==> src/rtl/fp_div_iter_if.sv <==
// fp_div_iter_if: request/response bundle for the iterative FP divider.
//   master: drives START, A, B; observes BUSY, DONE, Q, FLAGS
//   slave : the divider side of the same signals
// Q/FLAGS are W bits / 5 bits with W = 1 + EXP_W + MANT_W.
interface fp_div_iter_if #(
  parameter int EXP_W  = 5,
  parameter int MANT_W = 10
);
  localparam int W = 1 + EXP_W + MANT_W;

  logic         START;
  logic [W-1:0] A;
  logic [W-1:0] B;
  logic         BUSY;
  logic         DONE;
  logic [W-1:0] Q;
  logic [4:0]   FLAGS;

  modport master (output START, A, B, input BUSY, DONE, Q, FLAGS);
  modport slave  (input START, A, B, output BUSY, DONE, Q, FLAGS);
endinterface

==> src/rtl/fp_div_iter.sv <==
// fp_div_iter: multi-cycle IEEE-754 divider Q = A / B, radix-2 restoring.
//   clk       rising-edge clock
//   rst       asynchronous active-high reset
//   bus.START request, sampled only while idle
//   bus.A/B   dividend / divisor {sign, exp, frac}
//   bus.BUSY  high from the cycle after acceptance until DONE
//   bus.DONE  one-cycle pulse, Q/FLAGS valid from this cycle
//   bus.Q     quotient, held until the next DONE
//   bus.FLAGS {invalid, div-by-zero, overflow, underflow, inexact}
// Subnormal inputs are normalised, results are rounded to nearest-even,
// results below the normal range flush to signed zero.
module fp_div_iter #(
  parameter int EXP_W  = 5,
  parameter int MANT_W = 10
) (
  input  logic           clk,
  input  logic           rst,
  fp_div_iter_if.slave   bus
);
  localparam int W  = 1 + EXP_W + MANT_W;
  localparam int M  = MANT_W + 1;   // significand incl. hidden bit
  localparam int N  = MANT_W + 3;   // quotient bits: int, frac, guard, extra
  localparam int EW = EXP_W + 2;    // signed working exponent
  localparam int CW = $clog2(N);
  localparam logic signed [EW-1:0] BIAS = EW'(2**(EXP_W-1) - 1);
  localparam logic signed [EW-1:0] EMAX = EW'(2**EXP_W - 1);

  typedef enum logic [2:0] {IDLE, UNPACK, DIVIDE, ROUND, FIN} state_t;

  typedef struct packed {
    logic                  is_zero;
    logic                  is_inf;
    logic                  is_nan;
    logic [M-1:0]          mant;
    logic signed [EW-1:0]  exp;
  } opnd_t;

  // Classify an operand (sign stripped) and normalise subnormals so the
  // significand always carries a leading one.
  function automatic opnd_t unpack(input logic [W-2:0] x);
    opnd_t            o;
    logic [EXP_W-1:0] e;
    logic [MANT_W-1:0] f;
    int               p;
    o = '0;
    e = x[MANT_W +: EXP_W];
    f = x[MANT_W-1:0];
    o.is_zero = (e == '0) && (f == '0);
    o.is_inf  = (e == '1) && (f == '0);
    o.is_nan  = (e == '1) && (f != '0);
    if (e == '0) begin
      p = 0;
      for (int i = 0; i < MANT_W; i++)
        if (f[i]) p = i;
      o.mant = M'({1'b0, f} << (MANT_W - p));
      o.exp  = EW'(1 - (MANT_W - p));
    end else begin
      o.mant = {1'b1, f};
      o.exp  = {2'b00, e};
    end
    return o;
  endfunction

  state_t state, state_nx;

  logic [W-1:0]          a_r, b_r;
  logic                  sign_r;
  logic signed [EW-1:0]  exp_r;
  logic [M:0]            rem_r;
  logic [M-1:0]          dvs_r;
  logic [N-1:0]          quo_r;
  logic [CW-1:0]         cnt_r;
  logic [W-1:0]          res_r;
  logic [4:0]            rflg_r;
  logic [W-1:0]          q_r;
  logic [4:0]            flags_r;
  logic                  busy_r, done_r;

  // ---------------- unpack / exception decode ----------------
  opnd_t        ua, ub;
  logic         sgn;
  logic         exc;
  logic [W-1:0] exc_q;
  logic [4:0]   exc_f;

  assign ua  = unpack(a_r[W-2:0]);
  assign ub  = unpack(b_r[W-2:0]);
  assign sgn = a_r[W-1] ^ b_r[W-1];

  always_comb begin
    exc   = 1'b0;
    exc_q = '0;
    exc_f = '0;
    if (ua.is_nan || ub.is_nan || (ua.is_zero && ub.is_zero) ||
        (ua.is_inf && ub.is_inf)) begin
      exc   = 1'b1;
      exc_q = {1'b0, {EXP_W{1'b1}}, 1'b1, {(MANT_W-1){1'b0}}};
      exc_f = 5'b10000;
    end else if (ub.is_zero) begin
      exc   = 1'b1;
      exc_q = {sgn, {EXP_W{1'b1}}, {MANT_W{1'b0}}};
      exc_f = 5'b01000;
    end else if (ua.is_inf) begin
      exc   = 1'b1;
      exc_q = {sgn, {EXP_W{1'b1}}, {MANT_W{1'b0}}};
    end else if (ub.is_inf || ua.is_zero) begin
      exc   = 1'b1;
      exc_q = {sgn, {(W-1){1'b0}}};
    end
  end

  // ---------------- restoring divide step ----------------
  logic [M+1:0] trial;
  logic         qbit;
  logic [M:0]   rem_nx;

  always_comb begin
    trial  = {1'b0, rem_r} - {2'b00, dvs_r};
    qbit   = ~trial[M+1];
    rem_nx = qbit ? trial[M:0] : rem_r;
  end

  // ---------------- normalise + round ----------------
  logic [MANT_W-1:0]    rnd_mant, rnd_frac;
  logic                 rnd_g, rnd_s, rnd_up, rnd_ix;
  logic signed [EW-1:0] rnd_e;
  logic [W-1:0]         rnd_q;
  logic [4:0]           rnd_f;

  always_comb begin
    // Quotient is in (0.5, 2). With the integer bit set the lowest quotient
    // bit sits below guard and folds into sticky.
    if (quo_r[N-1]) begin
      rnd_mant = quo_r[N-2:2];
      rnd_g    = quo_r[1];
      rnd_s    = quo_r[0] | (|rem_r);
      rnd_e    = exp_r;
    end else begin
      rnd_mant = quo_r[N-3:1];
      rnd_g    = quo_r[0];
      rnd_s    = |rem_r;
      rnd_e    = exp_r - EW'(1);
    end
    rnd_up   = rnd_g & (rnd_s | rnd_mant[0]);
    // Fraction wraps to zero exactly when rounding carries out of 1.111..1.
    rnd_frac = rnd_mant + MANT_W'(rnd_up);
    if (rnd_up && (&rnd_mant)) rnd_e = rnd_e + EW'(1);
    rnd_ix   = rnd_g | rnd_s;
    if (rnd_e >= EMAX) begin
      rnd_q = {sign_r, {EXP_W{1'b1}}, {MANT_W{1'b0}}};
      rnd_f = 5'b00101;
    end else if (rnd_e <= 0) begin
      rnd_q = {sign_r, {(W-1){1'b0}}};
      rnd_f = 5'b00011;
    end else begin
      rnd_q = {sign_r, rnd_e[EXP_W-1:0], rnd_frac};
      rnd_f = {4'b0000, rnd_ix};
    end
  end

  // ---------------- FSM ----------------
  always_ff @(posedge clk or posedge rst) begin
    if (rst) state <= IDLE;
    else     state <= state_nx;
  end

  always_comb begin
    state_nx = state;
    case (state)
      IDLE:    if (bus.START) state_nx = UNPACK;
      UNPACK:  state_nx = exc ? FIN : DIVIDE;
      DIVIDE:  if (cnt_r == '0) state_nx = ROUND;
      ROUND:   state_nx = FIN;
      FIN:     state_nx = IDLE;
      default: state_nx = IDLE;
    endcase
  end

  // ---------------- datapath ----------------
  always_ff @(posedge clk or posedge rst) begin
    if (rst) begin
      a_r     <= '0;
      b_r     <= '0;
      sign_r  <= 1'b0;
      exp_r   <= '0;
      rem_r   <= '0;
      dvs_r   <= '0;
      quo_r   <= '0;
      cnt_r   <= '0;
      res_r   <= '0;
      rflg_r  <= '0;
      q_r     <= '0;
      flags_r <= '0;
      busy_r  <= 1'b0;
      done_r  <= 1'b0;
    end else begin
      done_r <= 1'b0;
      case (state)
        IDLE: begin
          if (bus.START) begin
            a_r    <= bus.A;
            b_r    <= bus.B;
            busy_r <= 1'b1;
          end
        end
        UNPACK: begin
          sign_r <= sgn;
          exp_r  <= ua.exp - ub.exp + BIAS;
          rem_r  <= {1'b0, ua.mant};
          dvs_r  <= ub.mant;
          quo_r  <= '0;
          cnt_r  <= CW'(N - 1);
          if (exc) begin
            res_r  <= exc_q;
            rflg_r <= exc_f;
          end
        end
        DIVIDE: begin
          rem_r <= rem_nx << 1;
          quo_r <= {quo_r[N-2:0], qbit};
          cnt_r <= cnt_r - 1'b1;
        end
        ROUND: begin
          res_r  <= rnd_q;
          rflg_r <= rnd_f;
        end
        FIN: begin
          q_r     <= res_r;
          flags_r <= rflg_r;
          done_r  <= 1'b1;
          busy_r  <= 1'b0;
        end
        default: ;
      endcase
    end
  end

  assign bus.BUSY  = busy_r;
  assign bus.DONE  = done_r;
  assign bus.Q     = q_r;
  assign bus.FLAGS = flags_r;
endmodule

==> src/flat_wrapper.sv <==
// flat-port wrapper written by rule: the top's interface ports become plain ports
module fp_div_iter_flat 
#(
  parameter int EXP_W  = 5,
  parameter int MANT_W = 10
)
  (clk, rst, bus_START, bus_A, bus_B, bus_BUSY, bus_DONE, bus_Q, bus_FLAGS);
  fp_div_iter_if #(.EXP_W(EXP_W), .MANT_W(MANT_W)) bus_i ();
  input  logic clk;
  input  logic rst;
  input wire logic [$bits(bus_i.START)-1:0] bus_START;
  input wire logic [$bits(bus_i.A)-1:0] bus_A;
  input wire logic [$bits(bus_i.B)-1:0] bus_B;
  output wire logic [$bits(bus_i.BUSY)-1:0] bus_BUSY;
  output wire logic [$bits(bus_i.DONE)-1:0] bus_DONE;
  output wire logic [$bits(bus_i.Q)-1:0] bus_Q;
  output wire logic [$bits(bus_i.FLAGS)-1:0] bus_FLAGS;
  assign bus_i.START = bus_START;
  assign bus_i.A = bus_A;
  assign bus_i.B = bus_B;
  assign bus_BUSY = bus_i.BUSY;
  assign bus_DONE = bus_i.DONE;
  assign bus_Q = bus_i.Q;
  assign bus_FLAGS = bus_i.FLAGS;
  fp_div_iter #(.EXP_W(EXP_W), .MANT_W(MANT_W)) u_core (.clk(clk), .rst(rst), .bus(bus_i));
endmodule
==> config.mk <==
export PLATFORM = sky130hd
export DESIGN_NAME = fp_div_iter_flat
export DESIGN_NICKNAME = d
export VERILOG_FILES = /design/src/rtl/fp_div_iter_if.sv /design/src/rtl/fp_div_iter.sv /design/src/flat_wrapper.sv
export SDC_FILE = /design/constraint.sdc
export NUM_CORES = 1
export LEC_CHECK = 0
export CAP_MARGIN = 10
export CORE_ASPECT_RATIO = 0.7
export CORE_UTILIZATION = 39
export CTS_CLUSTER_DIAMETER = 200
export CTS_CLUSTER_SIZE = 14
export DETAILED_ROUTE_END_ITERATION = 10
export DONT_BUFFER_PORTS = 1
export PLACE_DENSITY_LB_ADDON = 0.3
export SYNTH_ARGS = -nofsm -noshare
export SYNTH_HDL_FRONTEND = slang
export SYNTH_SLANG_ARGS = --single-unit
==> constraint.sdc <==
create_clock -name clk -period 10.25 [get_ports clk]
set_input_delay 1.5375 -clock clk [delete_from_list [all_inputs] [get_ports clk]]
set_output_delay 1.5375 -clock clk [all_outputs]
set_load 0.02 [all_outputs]
-- After elaboration in Yosys (flattened, before gate mapping)
Index checks and enable logic that the tools add are counted.
- add/subtract/negate cells: 11
- magnitude comparators: 2
- equality and inequality tests: 9
- shifts and indexed selects: 2
- multiplexer cells: 56
- bitwise operators: 6
- reductions and logical operators: 30
- operators with widths (operator ; number):
    two-way mux 16 bit ; 5
    two-way mux 32 bit ; 2
    left shift 10 x 32 -> 11 bit ; 2
    subtractor 5 x 32 -> 32 bit (first input constant) ; 2
    two-way mux 18 bit ; 2
    two-way mux 3 bit ; 11
    one-hot mux 16 bit (2 select lines) ; 1
    two-way mux 15 bit ; 2
    one-hot mux 13 bit (2 select lines) ; 1
    one-hot mux 12 bit (2 select lines) ; 1
    zero test 10 bit ; 2
    two-way mux 4 bit ; 5
    nonzero test 10 bit ; 2
    two-way mux 5 bit ; 3
    two-way mux 7 bit ; 2
    subtractor 2 x 7 -> 7 bit (first input constant) ; 2
    subtractor 12 x 11 -> 13 bit ; 1
    one-hot mux 3 bit (4 select lines) ; 1
    OR reduction 12 bit ; 1
    two-way mux 11 bit ; 1
    adder 10 x 1 -> 10 bit ; 1
    equality test 5 bit (second input constant) ; 2
    zero test 5 bit ; 2
    two-way mux 1 bit ; 10
    28 further kinds ; 52
- bits in registers: 127
- logic and storage cells: 131

-- Longest topological paths before layout
Gate-level depths: netlist of the first run.
- depth in word-level cells: 15
- gate-level depth with buffers: 20
- mapped depth without buffers: 19

-- Worst setup path before layout of the first run
No wires, ideal clock.
- path kind: reg2reg
- from: register u_core.a_r[2]
- to: register u_core.exp_r[6]
- setup time: 0.135 ns
- arrival: 3.886 ns
- required time: 10.115 ns
- slack: 6.230 ns
- cell stages (with the launch flop): 21
- path buffers: 1
- path through: dfrtp_1 > clkbuf_1 > nor2b_1 > o211ai_1 > a21oi_1 > nor2_1 > inv_1 > ha_1 > xor2_1 > inv_2 > ha_1 > a21o_1 > ha_1 > ha_1 > a21o_1 > a21oi_1 > o21bai_1 > a21oi_1 > xnor2_1 > xnor2_1 > o21ai_0
- longest elaborated chain between the ends: 14
- RTL lines (what ; line ; RTL):
    start: declaration ; fp_div_iter.sv:66 ; logic [W-1:0] a_r, b_r;
    start signal: assignment ; fp_div_iter.sv:201 ; a_r <= bus.A;
    two-way mux 2 bit (2 in a row) ; fp_div_iter.sv:54 ; if (f[i]) p = i;
    two-way mux 3 bit (4 in a row) ; fp_div_iter.sv:54 ;
    two-way mux 4 bit (2 in a row) ; fp_div_iter.sv:54 ;
    two-way mux 32 bit ; fp_div_iter.sv:51 ; if (e == '0) begin
    subtractor 5 x 32 -> 32 bit ; - ;
    subtractor 2 x 7 -> 7 bit ; fp_div_iter.sv:56 ; o.exp = EW'(1 - (MANT_W - p));
    two-way mux 18 bit ; fp_div_iter.sv:51 ;
    subtractor 7 bit ; fp_div_iter.sv:208 ; exp_r <= ua.exp - ub.exp + BIAS;
    adder 7 x 5 -> 7 bit ; fp_div_iter.sv:208 ;
    end signal: assignment ; fp_div_iter.sv:208 ;
    end: declaration ; fp_div_iter.sv:68 ; logic signed [EW-1:0] exp_r;
Every way passes these cells. The select of a mux whose other input is x is not followed.
A chain may end at the register's enable or synchronous reset.

-- Final worst setup path of the first run
- from: register u_core.b_r[4]
- to: register u_core.exp_r[6]
- longest elaborated chain between the ends: 12
- RTL lines (what ; line ; RTL):
    start: declaration ; fp_div_iter.sv:66 ;
    start signal: assignment ; fp_div_iter.sv:202 ; b_r <= bus.B;
    two-way mux 3 bit (4 in a row) ; fp_div_iter.sv:54 ;
    two-way mux 4 bit (2 in a row) ; fp_div_iter.sv:54 ;
    two-way mux 32 bit ; fp_div_iter.sv:51 ;
    subtractor 5 x 32 -> 32 bit ; - ;
    subtractor 2 x 7 -> 7 bit ; fp_div_iter.sv:56 ;
    two-way mux 18 bit ; fp_div_iter.sv:51 ;
    subtractor 7 bit ; fp_div_iter.sv:208 ;
    adder 7 x 5 -> 7 bit ; fp_div_iter.sv:208 ;
Every way passes these cells. The select of a mux whose other input is x is not followed.

==> results of run 1 <==
==> power groups by stage <==
stage,Clock [W],Sequential (W),Combinational (W)
final,0.000627,0.00104,0.00209
after detailed placement,0,0.00104,0.00205
after floorplan,0,0.000885,0.00171
after CTS,0.000637,0.00103,0.00207
after global placement,0,0.00104,0.00207
after global routing,0.000657,0.00108,0.00235
==> worst max-delay path, cell delays in order (launching register included) <==
cell and delay [ns]:
dfrtp_1 0.50, nor2b_1 0.21, a211o_1 0.18, a21oi_1 0.15
nor2_1 0.31, inv_1 0.09, ha_1 0.21, xnor2_1 0.80
inv_2 0.29, ha_1 0.37, a21oi_1 0.15, ha_1 0.28
ha_1 0.30, a21o_1 0.17, a21oi_1 0.22, o21bai_1 0.09
a21oi_1 0.18, xnor2_1 0.15, xnor2_1 0.13, o21ai_0 0.08
==> final timing paths <==
check	cells after the start	slack, ns	end	start
worst max-delay path	19	5.26	u_core.exp_r[6]$_DFFE_PP0P_	u_core.b_r[4]$_DFFE_PP0P_
worst min-delay path	2	0.49	u_core.sign_r$_DFFE_PP0P_	u_core.sign_r$_DFFE_PP0P_
worst max register to register	19	5.26	u_core.exp_r[6]$_DFFE_PP0P_	u_core.b_r[4]$_DFFE_PP0P_
worst min register to register	2	0.49	u_core.sign_r$_DFFE_PP0P_	u_core.sign_r$_DFFE_PP0P_
max in group asynchronous	2	8.08	u_core.a_r[2]$_DFFE_PP0P_	rst
min in group asynchronous	1	1.10	u_core.bus.Q[3]$_DFFE_PP0P_	rst
==> metal layers <==
metal | up-vias | GRT usage, %
li1 | 3309 | -
met1 | 3305 | 33.2
met2 | 215 | 26.6
met3 | 16 | 6.11
met4 | 0 | 5.07
met5 | - | 0
==> cells by family after synthesis <==
kind of cell / Yosys count
AOI/OAI and AO/OA: 254
xor gates and xnor gates: 36
adders and majority gates: 35
buffers and inverters: 107
DFF: 127
muxes: 71
and+or+nand+nor: 279
==> sequential cells by signal (all words and copies together), names as in the netlist <==
register	cells
u_core.bus.Q	16
u_core.state	3
u_core.rflg_r	5
u_core.exp_r	7
u_core.bus.DONE	1
u_core.quo_r	13
u_core.sign_r	1
u_core.rem_r	12
u_core.dvs_r	11
u_core.bus.FLAGS	5
u_core.cnt_r	4
u_core.b_r	16
u_core.bus.BUSY	1
u_core.res_r	16
u_core.a_r	16
==> final cells by class <==
class / count / area [sq um]
clock buffer: 20 / 447
inverter: 49 / 189
clock inverter: 12 / 159
antenna: 1 / 2.50
fill: 1971 / 11700
tap: 276 / 345
sequential: 127 / 3180
timing repair buffer: 10 / 75.1
multi-input combinational: 675 / 4780
==> layout by cell type, fill, tap and decap left out, types with 13 or more instances in the layout <==
cell       instances
nor3_1            19
nand2_1           63
a211oi_1          14
nor2b_1           13
mux2_2            52
clkbuf_16         17
a21oi_1           45
inv_1             42
mux2i_1           17
a21o_1            16
nand2b_1          14
nor2_1            72
o21ai_0           53
xnor2_1           24
nand3_1           34
a22o_1            20
dfrtp_1          127
ha_1              33
==> metrics by stage <==
step | instances | worst slack, ns | total power (W) | cell area (sq um)
2_1_floorplan | 909 | 5.33 | 0.00260 | 8360
3_3_place_gp | 1137 | 5.44 | 0.00311 | 8570
3_5_place_dp | 1137 | 5.31 | 0.00309 | 8570
4_1_cts | 1169 | 5.27 | 0.00374 | 9170
5_1_grt | 1169 | 4.70 | 0.00409 | 9170
6_report | 1170 | 5.26 | 0.00376 | 9170
==> impl_metrics.ini, run 1 <==
[power_and_ir_drop]
seq_power_share_pct = 27.8
p_int_w = 0.00196
leakagePower_nw = 3.84
switchingPower_w = 0.00180
switching_share_pct = 47.8
cellPowerDensity_nw_per_um2 = 410
ir_drop_uv = 199
clockPowerShare_pct = 16.7
p_comb_share_pct = 55.6

[setup_path]
required_ns = 10.54
crit_fanout = 12
end_kind = flip-flop
crit_type = reg2reg
crit_path_start_kind = flip-flop
cp.arrival_ns = 5.28

[synthesis]
async_flop_share_pct = 100
muxShareOfSynthArea_pct = 9.58
ys_seq_elements = 127
yosysTopAreaCell = dfrtp_1
synth_area_leaders = dfrtp_1, mux2_2, ha_1, nor2_1, o21ai_0
synth_cells = 909
synth_xor_area_share_pct = 3.77
ys_types = 73
synthSimpleGateAreaFrac_pct = 16.7
synth_edf_count = 0
avgSynthCellArea_sq_um = 9.19
yosys_warnings = 0
yosysSeqAreaShare_pct = 38.0
synth_top_flop_cell = dfrtp_1
synth_top_family_by_area = compound AO/OA/AOI/OAI gates
synth_compound_area_share_pct = 21.6
yosys.area_share.adder_pct = 5.42
synth_top_cell_area_share_pct = 38.0
synthTopCellsByCount = dfrtp_1, nor2_1, nand2_1
syn_nets = 979
synth_most_common_cell = dfrtp_1
syn_area_sq_um = 8360

[sta]
tightest_slew_ns = 1.01
finalClockSkew_ns = 0.0195
setup_violations = 0
whs_ns = 0.488
slew_headroom_pct = 32.2
finalHoldViolCount = 0
fin_crit_ns = 4.99
timing.fmax_ghz = 0.201
fin_setup_tns_ns = 0
rsz0062_at_grt = false
period_share_pct = 48.7
drv_slew = 0

[routing]
drt_iter0_drc = 767
drc = 0
drtAntennaViolNets = 0
m1WireLength_mm = 11.3
dr.pass1.iters = 5
routed_via_density = 5.85
routedWlPerCell_microns = 18.5
highest_layer = met4
vias = 6845
routed_wl_mm = 21.7
dr_wl_met3_mm = 1.64
routed-wl-met2_mm = 8.52

[floorplan]
fp.dieArea_sq_um = 22000
start_util_pct = 40.0
core_area_sq_um = 20900
pin_count = 58
die_x_microns = 177
chipHeight_microns = 124
rows = 44

[cts]
cts_setup_buffers = 0
clock_latency_ns = 0.42
clk_pin_slew_ns = 0.06
cts_root_buf = clkbuf_16
htree_levels = 4
cts_tree = built
clockBufferDepth = 2
cts_buffers = 17
hold_buffers = 0
post_cts_resized = 0
clock-sinks = 127

[grt]
grt_pass1_wl_mm = 36.3
grt_pass1_vias = 6512
antenna_found_initial = 1
grt-ovfl-total = 0
grtUsageTotal_pct = 20.8
grt_max_degree = 85

[run_status]
run_status = finished clean

[job]
max-cap-violations = 0

[placed_design]
io_buffers = 0
hpwl_mm = 15.6
place.gp.congestion = 0.915

[final_layout]
area_growth_pct = 9.79
finalCoreUtilization_pct = 44.0
drive_above_1_share_pct = 12.4
layout.nets = 950

[min_path]
hold_class = reg2reg
Power figures use the tool's default switching activity.
==> inputs of run 2 (changes only) <==
==> constraint.sdc (replaced) <==
create_clock -name clk -period 4.3 [get_ports clk]
set_input_delay 0.645 -clock clk [delete_from_list [all_inputs] [get_ports clk]]
set_output_delay 0.645 -clock clk [all_outputs]
set_load 0.02 [all_outputs]
==> run 2 against run 1 <==
Against the previous run:
- sequential power is 130% higher
- clock power is 150% higher
- wire length is 2.4% higher
- core utilization is 1.1 points higher
- worst setup slack worse by 5.0 ns
- total power is 150% higher
- count of clock-buffer cells in the layout is 2 lower
- largest power group unchanged
==> impl_metrics.ini, run 2 (synthesis gave the netlist of run 1 again) <==
[run_status]
run_status = finished clean

[power_and_ir_drop]
ir_drop_uv = 414
leakagePower_nw = 3.96
cellPowerDensity_nw_per_um2 = 988

[setup_path]
slowest_stage = dfrtp_2
rr_worst_depth = 19
cp.arrival_ns = 4.32
crit_type = reg2reg
crit_fanout = 6
r2r_end = u_core.exp_r[6]$_DFFE_PP0P_
rrSetupSlack_ns = 0.23
crit_chain = nor2b_1, o211ai_1, a21oi_2, nor2_2, inv_1, ha_1, xor2_2, inv_2, ha_1, a21o_1, ha_1, ha_1, a21o_1, a21oi_2, o21bai_1, a21oi_1, xnor2_1, xnor2_1, o21ai_0
cpMostUsedCell = ha_1
critPathTopFamily = compound AO/OA/AOI/OAI gates
r2r_start = u_core.a_r[1]$_DFFE_PP0P_
cp_slowest_stage_delay_ns = 0.44
end_kind = flip-flop
crit_path_start_kind = flip-flop
required_ns = 4.55
path_buf_inv = 2

[floorplan]
die_x_microns = 177
start_util_pct = 40.0
core_area_sq_um = 20900
pin_count = 58
fp.dieArea_sq_um = 22000
rows = 44
chipHeight_microns = 124

[final_layout]
layout.nets = 974
final_cell_mix = dfrtp_1, nor2_1, nand2_1
drive_above_1_share_pct = 15.6
finalNonFillerCells = 1194
layout_commonest_cell = dfrtp_1
area_growth_pct = 12.5
design_area_sq_um = 9400

[placed_design]
place.gp.congestion = 0.965
placed_area_sq_um = 8710
dp_cells = 1156
hpwl_mm = 16.2
io_buffers = 0

[sta]
tightest_slew_ns = 1.08
slew_headroom_pct = 27.8
finalHoldViolCount = 0
fin_crit_ns = 4.07
fin_setup_tns_ns = 0
timing.fmax_ghz = 0.246
period_share_pct = 94.6
setup_violations = 0
finalClockSkew_ns = 0.00922
drv_slew = 0

[routing]
routed_via_density = 5.85
vias = 6990
routed_wl_mm = 22.2
dr.pass1.iters = 5
drc = 0
drt_iter0_drc = 827
routedWlPerCell_microns = 18.6
drtAntennaViolNets = 0

[job]
max-cap-violations = 0

[grt]
grt-ovfl-total = 0
grt_pass1_wl_mm = 36.4
grt_pass1_vias = 6634
antenna_found_initial = 2
grt_max_degree = 62
grtUsageTotal_pct = 21.1

[cts]
clk_pin_slew_ns = 0.06
cts_root_buf = clkbuf_16
htree_levels = 4
clock-sinks = 127
cts_tree = built
clock_latency_ns = 0.42
cts_buffers = 17
clockBufferDepth = 2

[min_path]
hold_class = in2async
==> run 2: per-stage QoR <==
step	power, W	utilization [%]	setup slack [ns]	hold WS (ns)
floorplan	0.00619	-	0.271	0.438
global placement	0.00758	41.7	0.320	0.463
detailed placement	0.00756	41.7	0.0829	0.472
CTS	0.00916	44.7	0.0644	0.169
global route	0.0100	45.0	-0.00319	0.182
finish	0.00929	45.1	0.231	0.155
==> run 2: cell type report <==
class	count	area (sq um)
fillers	1972	11500
multi-input cells	675	4800
flip-flops and latches	127	3180
clock buffers	18	439
well taps	276	345
repair buffers	34	255
inverters	49	189
clock inverters	13	188
diodes	2	5.00
==> run 2: worst max-delay path by stage <==
stage	startpoint	to	slack, ns	depth (start not counted)
finish	u_core.a_r[1]$_DFFE_PP0P_	u_core.exp_r[6]$_DFFE_PP0P_	0.23	19
global route	u_core.a_r[1]$_DFFE_PP0P_	u_core.exp_r[6]$_DFFE_PP0P_	-0.003	19
CTS	u_core.a_r[1]$_DFFE_PP0P_	u_core.exp_r[6]$_DFFE_PP0P_	0.06	19
detailed placement	u_core.a_r[1]$_DFFE_PP0P_	u_core.exp_r[6]$_DFFE_PP0P_	0.08	19
global placement	u_core.a_r[1]$_DFFE_PP0P_	u_core.exp_r[6]$_DFFE_PP0P_	0.32	19
floorplan	rst	u_core.a_r[0]$_DFFE_PP0P_	0.27	1
==> run 2: layer usage <==
layer,part of all wire (%),routed length [microns],global-route usage (%),vias to the layer above
li1,-,-,-,3350
met1,52,11600,33.6,3355
met2,39,8720,27.1,252
met3,7.0,1560,5.40,33
met4,1.5,342,5.63,0
met5,0,0,0,-
==> run 2: timing repair <==
action                                  CTS  global route
hold endpoints to repair                  0             0
endpoints found under the setup margin    0             1
hold buffers                              0             0
gates resized for setup                   0             7
buffers inserted                          0             5
==> run 2: where the power goes <==
group	total (W)	switching (W)	internal, W
sequential	0.00242	0.000707	0.00171
clock	0.00154	0.000560	0.000985
combinational	0.00533	0.00309	0.00224
total	0.00929	0.00436	0.00493
==> inputs of run 3 (changes only) <==
--- a/config.mk
+++ b/config.mk
@@ -6,12 +6,15 @@
 export NUM_CORES = 1
 export LEC_CHECK = 0
 export CAP_MARGIN = 10
+export CELL_PAD_IN_SITES_DETAIL_PLACEMENT = 2
+export CELL_PAD_IN_SITES_GLOBAL_PLACEMENT = 2
 export CORE_ASPECT_RATIO = 0.7
-export CORE_UTILIZATION = 39
+export CORE_UTILIZATION = 37
 export CTS_CLUSTER_DIAMETER = 200
 export CTS_CLUSTER_SIZE = 14
 export DETAILED_ROUTE_END_ITERATION = 10
 export DONT_BUFFER_PORTS = 1
+export HOLD_SLACK_MARGIN = 0.03
 export PLACE_DENSITY_LB_ADDON = 0.3
 export SYNTH_ARGS = -nofsm -noshare
 export SYNTH_HDL_FRONTEND = slang
==> run 3 against run 2 <==
Against the previous run:
- worst hold slack better by 0.055 ns
- highest routed layer unchanged
- non-clock buffer count rose by 6
- register-to-register slack got worse by 0.09 ns
- cell area decreased by 0.33%
- worst setup slack worse by 0.094 ns
- die area grew 5.3%
- count of clock-buffer cells in the layout increased by 7
==> impl_metrics.ini, run 3 (synthesis gave the netlist of run 1 again) <==
[floorplan]
chipHeight_microns = 128
core_area_sq_um = 21900
rows = 45
fp.dieArea_sq_um = 23200
die_x_microns = 182
pin_count = 58
start_util_pct = 38.1

[placed_design]
hpwl_mm = 20.7
io_buffers = 0
placed_area_sq_um = 8770
place.gp.congestion = 0.904
pre_cts_slack_ns = 0.0404

[setup_path]
end_kind = flip-flop
path_buf_inv = 2
crit_path_start_kind = flip-flop
slowest_stage = dfrtp_1
cp.arrival_ns = 4.48
crit_fanout = 5
crit_chain = nor2b_1, nor2_1, a21oi_1, nor2_2, inv_1, ha_1, xor2_2, inv_2, ha_1, a21o_1, ha_1, ha_1, a21o_1, a21oi_2, o21bai_1, a21oi_1, xnor2_1, xnor2_1, o21ai_0
crit_type = reg2reg
critPathTopFamily = adder cells
required_ns = 4.62
cp_slowest_stage_delay_ns = 0.44
cpMostUsedCell = ha_1

[sta]
period_share_pct = 96.8
finalHoldViolCount = 0
setup_violations = 0
fin_crit_ns = 4.16
timing.fmax_ghz = 0.240
drv_slew = 0
finalClockSkew_ns = 0.0248
slew_headroom_pct = 38.8
fin_ws_ns = 0.138
tightest_slew_ns = 0.917

[job]
max-cap-violations = 0

[routing]
routed_wl_mm = 28.6
vias = 7308
routedWlPerCell_microns = 23.7
drc = 0
drtAntennaViolNets = 0
routed_via_density = 6.07
dr.pass1.iters = 5
drt_iter0_drc = 526

[cts]
htree_levels = 4
cts_tree = built
clock-sinks = 127
clk_pin_slew_ns = 0.06
clock_latency_ns = 0.45
clockBufferDepth = 2
hold_buffers = 0
cts_buffers = 17
cts_root_buf = clkbuf_16

[grt]
grt_max_degree = 96
grtUsageTotal_pct = 25.6
grt-ovfl-total = 0
antenna_found_initial = 0
grt_pass1_vias = 7712
grt_pass1_wl_mm = 45.5

[final_layout]
layout_commonest_cell = dfrtp_1
n_antenna_cell = 0
fill_cells = 2333
design_area_sq_um = 9370
drive_above_1_share_pct = 15.5
finalCoreUtilization_pct = 42.8
seqCellArea_sq_um = 3180
area_growth_pct = 12.1
final_cell_mix = dfrtp_1, nor2_1, nand2_1
layout.nets = 980
multi_input_comb_area_sq_um = 4790

[min_path]
hold_class = in2async

[run_status]
run_status = finished clean
run 3: changes by cell type in the layout (fill, tap and decap cells not counted), sizes merged:
cell,previous run,this run
inv,48,46
clkinvlp,3,1
buf,34,40
clkbuf,18,25
diode,2,0
bufinv,4,1
run 3: worst reg2reg max path, cell delays in order, from the launching register on:
cell	delay, ns
dfrtp_1	0.44
nor2b_1	0.19
nor2_1	0.26
a21oi_1	0.21
nor2_2	0.22
inv_1	0.10
ha_1	0.24
xor2_2	0.22
inv_2	0.06
ha_1	0.30
a21o_1	0.17
ha_1	0.32
ha_1	0.31
a21o_1	0.19
a21oi_2	0.19
o21bai_1	0.08
a21oi_1	0.17
xnor2_1	0.15
xnor2_1	0.13
o21ai_0	0.08
run 3: final timing paths:
| path | startpoint | to | slack [ns] | depth (start not counted) |
|---|---|---|---|---|
| worst max register to register | u_core.a_r[5]$_DFFE_PP0P_ | u_core.exp_r[6]$_DFFE_PP0P_ | 0.14 | 19 |
| worst max-delay path | u_core.a_r[5]$_DFFE_PP0P_ | u_core.exp_r[6]$_DFFE_PP0P_ | 0.14 | 19 |
| min in group clk | bus_A[4] | u_core.a_r[4]$_DFFE_PP0P_ | 0.33 | 2 |
| max in group asynchronous | rst | u_core.quo_r[8]$_DFFE_PP0P_ | 3.13 | 2 |
| worst min-delay path | rst | u_core.cnt_r[1]$_DFFE_PP0P_ | 0.21 | 1 |
| worst min register to register | u_core.rflg_r[2]$_DFFE_PP0P_ | u_core.rflg_r[2]$_DFFE_PP0P_ | 0.48 | 1 |
run 3: metrics by stage:
step | std cells | hold WS, ns | TNS (ns)
after floorplan | 909 | 0.438 | 0
after global placement | 1169 | 0.460 | 0
after detailed placement | 1169 | 0.474 | 0
after CTS | 1200 | 0.292 | 0
after global routing | 1204 | 0.317 | -0.0568
final | 1204 | 0.210 | 0
run 3: final cells by class:
type | count | share of cell area [%]
clock buffers | 25 | 5.29
inverters | 49 | 2.02
well taps | 282 | 3.77
flip-flops and latches | 127 | 33.9
clock inverters | 6 | 0.614
repair buffers | 40 | 3.21
multi-input cells | 675 | 51.2
run 3: layer usage:
layer / wire length, microns / GRT usage (%) / share of wire, %
met2: 12400 / 38.0 / 43
met3: 1620 / 5.31 / 5.7
met5: 0 / 0 / 0
met4: 421 / 6.68 / 1.5
met1: 14100 / 37.8 / 50
run 3: repair_timing:
| item | 4_1_cts | 5_1_grt |
|---|---|---|
| pin swaps | 0 | 2 |
| setup endpoints to repair | 1 | 1 |
| resized for setup | 1 | 4 |
| buffers inserted | 0 | 4 |
Power of run 3 is left out: the tool's default activity adds up to more than one toggle a clock period on the data nets, which glitch-free logic cannot reach.
